`config.mk`:
```
export PLATFORM = sky130hd
export DESIGN_NAME = comp_seq_ctrl
export DESIGN_NICKNAME = d
export VERILOG_FILES = /design/src/rtl/comp_seq_ctrl_pkg.sv /design/src/rtl/comp_seq_ctrl_comp2.sv /design/src/rtl/comp_seq_ctrl.sv
export SDC_FILE = /design/constraint.sdc
export NUM_CORES = 1
export LEC_CHECK = 0
export ABC_AREA = 1
export CAP_MARGIN = 5
export CORE_MARGIN = 2
export CORE_UTILIZATION = 37
export DETAILED_ROUTE_END_ITERATION = 8
export PLACE_DENSITY = 0.71
export SLEW_MARGIN = 20
export SYNTH_ARGS = -nofsm -noshare
export SYNTH_HDL_FRONTEND = slang
export SYNTH_SLANG_ARGS = --single-unit
```
`constraint.sdc`:
```
create_clock -name clock -period 6.7 [get_ports clock]
set_input_delay 1.675 -clock clock [delete_from_list [all_inputs] [get_ports clock]]
set_output_delay 1.675 -clock clock [all_outputs]
set_load 0.03 [all_outputs]
```
`src/rtl/comp_seq_ctrl_pkg.sv`:
```
// +----------------------------------------------------------------------+
// | comp_seq_pkg: shared state encoding and default operand width for    |
// | the sequential slice comparator.                                     |
// | Revision: 1.0                                                        |
// +----------------------------------------------------------------------+
`default_nettype none

package comp_seq_pkg;

  localparam int c_default_width = 16;

  typedef enum logic [1:0] {
    IDLE = 2'd0,
    RUN  = 2'd1,
    DONE = 2'd2
  } state_t;

endpackage

`default_nettype wire

```
`src/rtl/comp_seq_ctrl_comp2.sv`:
```
// +----------------------------------------------------------------------+
// | comp_2: 2-bit cascadable magnitude comparator slice.                 |
// | Revision: 1.0                                                        |
// +----------------------------------------------------------------------+
`default_nettype none

module comp_2 (
  input  logic [1:0] a,
  input  logic [1:0] b,
  input  logic       eq0,
  input  logic       gt0,
  output logic       eq1,
  output logic       gt1
);

  assign eq1 = eq0 & (a == b);
  assign gt1 = gt0 | (eq0 & (a > b));

endmodule

`default_nettype wire

```
`src/rtl/comp_seq_ctrl.sv`:
```
// +----------------------------------------------------------------------+
// | comp_seq_ctrl: unsigned A/B compare, one 2-bit slice per clock,      |
// | MSB slice first, optional early exit on the first unequal slice.     |
// | Revision: 1.0                                                        |
// +----------------------------------------------------------------------+
`default_nettype none

module comp_seq_ctrl
  import comp_seq_pkg::*;
#(
  parameter int WIDTH      = c_default_width,
  parameter int EARLY_EXIT = 1
) (
  input  logic             clock,
  input  logic             reset,
  input  logic             start,
  input  logic [WIDTH-1:0] a,
  input  logic [WIDTH-1:0] b,
  output logic             busy,
  output logic             done,
  output logic             eq,
  output logic             gt,
  output logic             lt
);

  localparam int c_slices = WIDTH / 2;
  localparam int c_idx_w  = (c_slices > 1) ? $clog2(c_slices) : 1;
  localparam logic [c_idx_w-1:0] c_last_idx = c_idx_w'(c_slices - 1);

  state_t             r_state;
  logic [WIDTH-1:0]   r_a;
  logic [WIDTH-1:0]   r_b;
  logic [c_idx_w-1:0] r_idx;
  logic               r_eq_run;
  logic               r_gt_run;
  logic               r_busy;
  logic               r_done;
  logic               r_eq;
  logic               r_gt;
  logic               r_lt;

  logic [1:0]         w_sa;
  logic [1:0]         w_sb;
  logic               w_eq1;
  logic               w_gt1;
  logic               w_exit;

  always_comb begin
    w_sa = '0;
    w_sb = '0;
    for (int i = 0; i < c_slices; i++) begin
      if (r_idx == c_idx_w'(i)) begin
        w_sa = r_a[2*i +: 2];
        w_sb = r_b[2*i +: 2];
      end
    end
  end

  comp_2 u_comp_2 (
    .a   (w_sa),
    .b   (w_sb),
    .eq0 (r_eq_run),
    .gt0 (r_gt_run),
    .eq1 (w_eq1),
    .gt1 (w_gt1)
  );

  // Slice 0 always finishes; early exit also stops once the chain is decided.
  assign w_exit = (r_idx == '0) || ((EARLY_EXIT != 0) && !w_eq1);

  always_ff @(posedge clock or posedge reset) begin
    if (reset) begin
      r_state  <= IDLE;
      r_a      <= '0;
      r_b      <= '0;
      r_idx    <= '0;
      r_eq_run <= 1'b0;
      r_gt_run <= 1'b0;
      r_busy   <= 1'b0;
      r_done   <= 1'b0;
      r_eq     <= 1'b0;
      r_gt     <= 1'b0;
      r_lt     <= 1'b0;
    end else begin
      r_done <= 1'b0;
      case (r_state)
        IDLE, DONE: begin
          if (start) begin
            r_state  <= RUN;
            r_a      <= a;
            r_b      <= b;
            r_idx    <= c_last_idx;
            r_eq_run <= 1'b1;
            r_gt_run <= 1'b0;
            r_busy   <= 1'b1;
          end else begin
            r_state <= IDLE;
          end
        end
        RUN: begin
          r_eq_run <= w_eq1;
          r_gt_run <= w_gt1;
          r_idx    <= r_idx - 1'b1;
          if (w_exit) begin
            r_state <= DONE;
            r_busy  <= 1'b0;
            r_done  <= 1'b1;
            r_eq    <= w_eq1;
            r_gt    <= w_gt1;
            r_lt    <= ~w_eq1 & ~w_gt1;
          end
        end
        default: begin
          r_state <= IDLE;
          r_busy  <= 1'b0;
        end
      endcase
    end
  end

  assign busy = r_busy;
  assign done = r_done;
  assign eq   = r_eq;
  assign gt   = r_gt;
  assign lt   = r_lt;

endmodule

`default_nettype wire

```
==> impl_metrics.toml <==
[detailed_routing]
num_vias = 1773
remaining_drc_errors = 0
wl_per_cell_um = 10.81
first_pass_iters = 5
antenna_left = 0
routed_wl_um = 4314
drt_iter0_markers = 94
avgViaCountPerCell = 4.444

[timing]
rsz0062_at_grt = "no"
tns_ns = 0
max_freq_mhz = 309.0
worst_pin_slew_ns = 0.6742
fin_worst_skew_ns = 0.01162
setup_viol = 0
final.period_utilization = 0.4831
slew_viol_final = 0
final_hold_viol_count = 0
slew_headroom = 0.5501
min_period_ns = 3.237
hold_slack_ns = 0.4748

[die]
dieWidth_um = 81.00
core-area_mm2 = 0.005816
rows = 28
die_h_um = 81.00
io_pins = 40
start_util = 0.3772
die_area_mm2 = 0.006560

[synth]
ys_warn_count = 0
syn_area_mm2 = 0.002193
synthTopCellsByCount = "nand2_1 (122), dfrtp_1 (44), inv_1 (35), o21ai_0 (22), nand3_1 (12)"
yosys_register_bits = 44
async_flop_share = 1.000
ys.flop_type = "dfrtp_1"
synth_most_common_cell = "nand2_1"
synth.avg_cell_area_um2 = 7.750
synthCells = 283
synth-edff-count = 0
ys_seq_area_frac = 0.5020
yosys-top-cells-area = "dfrtp_1 (50%), nand2_1 (21%), inv_1 (6.0%)"
synth_top_area_cell = "dfrtp_1"
synth.distinct_cells = 22
netlist.area_leader.share = 0.5020
syn_nets = 325

[setup_path]
critical_path_class = "in -> reg"
reg2reg_depth = 17
cp_max_fo = 46
cp.required_ns = 6.93
cp-start-kind = "input pin"
critical_path_arrival_ns = 3.46
cp_common_cell = "inv_1"
end_kind = "register"
crit_slowest_cell = "clkdlybuf4s50_1"
crit_chain = "clkdlybuf4s50_1 > inv_1 > nor2_2 > buf_4 > inv_1 > nand2_1 > nor2_1 > a21oi_1"
cpPeakStageDelay_ns = 0.45

[worst_hold_path]
whs_path_depth = 2
hold_class = "reg -> reg"

[placement]
placed_cells = 391
io_buffers = 39
routabilityCongestion = 0.8481
dpl.hpwl_um = 3115
dpl_cell_area_mm2 = 0.002648

[global_route]
overflow = 0
grt_pass1_wl_um = 7500
antenna_found_initial = 0
grt_pass1_vias = 1772
track_usage = 0.1481
grt_max_degree = 47

[clock_network]
cts.hold.buffers_added = 0
clockBufferDepth = 2
cts_tree = "done"
postCtsSetupRepairBufs = 0
cts_buffers = 5
cts_root_buffer = "clkbuf_8"
clk_pin_slew_ns = 0.08
cts_resized = 0
clock-sinks = 44
clk_latency_ns = 0.30
cts-htree-levels = 2

[job]
maxCapViolCount = 0

[power_and_ir_drop]
clkPwrFrac = 0.153
switchingPower_w = 0.0004597
switching_share = 0.4136
p_leak_nw = 1.409
vdd_drop_max_uv = 190.4
power.share.combinational = 0.449
powerDensity_mw_per_mm2 = 405.7
seq_power_share = 0.397
p_int_w = 0.0006518

[final_layout]
final_area_mm2 = 0.002740
syn_to_final_growth_pct = 24.93
nFillCells = 605
seqCellArea_mm2 = 0.001101
final_util = 0.4712
multi_input_area_um2 = 915.9
stdcell_count = 399
nets = 365
num_antenna_cells = 0
drive_gt1_frac = 0.05864

[outcome]
outcome = "finished clean"
==> cells in the final DEF (no fill, tap or decap) <==
cell	count
clkdlybuf4s50_1	39
nand3b_1	3
a21oi_2	1
clkinv_2	2
a21oi_1	5
nand2_1	122
dfrtp_1	44
nor2_2	3
nor2_1	10
nor2_4	2
nor3_1	1
o21ai_1	1
o22ai_1	1
or2_2	2
inv_1	35
ha_1	7
nand3_1	12
o21ai_0	22
o211ai_1	1
nor3_4	1
clkbuf_8	6
or2_1	1
buf_4	2
or2_0	1
==> per-layer routing <==
layer,GRT usage,vias up,routed length [µm]
met1,0.1940,780,2160
met3,0.03444,8,182
li1,-,947,-
met4,0.06780,0,99
met5,0,-,0
met2,0.2331,38,1872
==> layout make-up <==
class | count | share of cell area
Sequential cell | 44 | 0.4018
Multi-Input combinational cell | 196 | 0.3342
Timing Repair Buffer | 41 | 0.1479
Inverter | 35 | 0.04795
Tap cell | 75 | 0.03425
Clock buffer | 6 | 0.03014
Clock inverter | 2 | 0.003653
==> final timing paths <==
path	from	endpoint	slack, ns
min in group asynchronous	reset	done	1.82
max in group asynchronous	reset	r_b[11]	4.51
max reg2reg	r_idx[0]	gt	4.02
max	start	r_idx[1]	3.46
min	r_b[4]	r_b[4]	0.47
min reg2reg	r_b[4]	r_b[4]	0.47
==> worst max-delay path, delay by kind of cell <==
family	cells	cell delay [ns]
and+or+nand+nor	3	0.38
buffers and inverters	4	1.28
AOI/OAI and AO/OA	1	0.11
==> power groups by stage <==
stage / registers, W / clock network (W) / logic, W
floorplan: 0.000451 / 0 / 0.000366
global placement: 0.000445 / 0 / 0.000487
detailed placement: 0.000447 / 0 / 0.000501
CTS: 0.000442 / 0.000175 / 0.000503
global route: 0.000454 / 0.000187 / 0.000576
finish: 0.000442 / 0.000170 / 0.000500
==> state kept, by name (all words and copies together) (netlist names) <==
name	flops
r_a	16
r_b	16
r_idx	3
r_state	2
busy	1
done	1
eq	1
gt	1
lt	1
r_eq_run	1
r_gt_run	1
==> kinds of logic (layout without fill, tap and decap cells) <==
group,count (synthesis),after routing,synth area share
compound gates,31,31,0.07416
fa+ha+maj,7,7,0.03993
buf+inv,43,84,0.08043
flops,44,44,0.5020
simple gates,158,158,0.3035
==> through the flow <==
stage	power, W	worst slack, ns
after floorplan	0.0008174	3.994
after global placement	0.0009320	3.202
after detailed placement	0.0009489	3.140
after CTS	0.001120	3.452
after global routing	0.001217	3.263
final	0.001112	3.463
No activity file was read; power rests on OpenSTA's default activity.
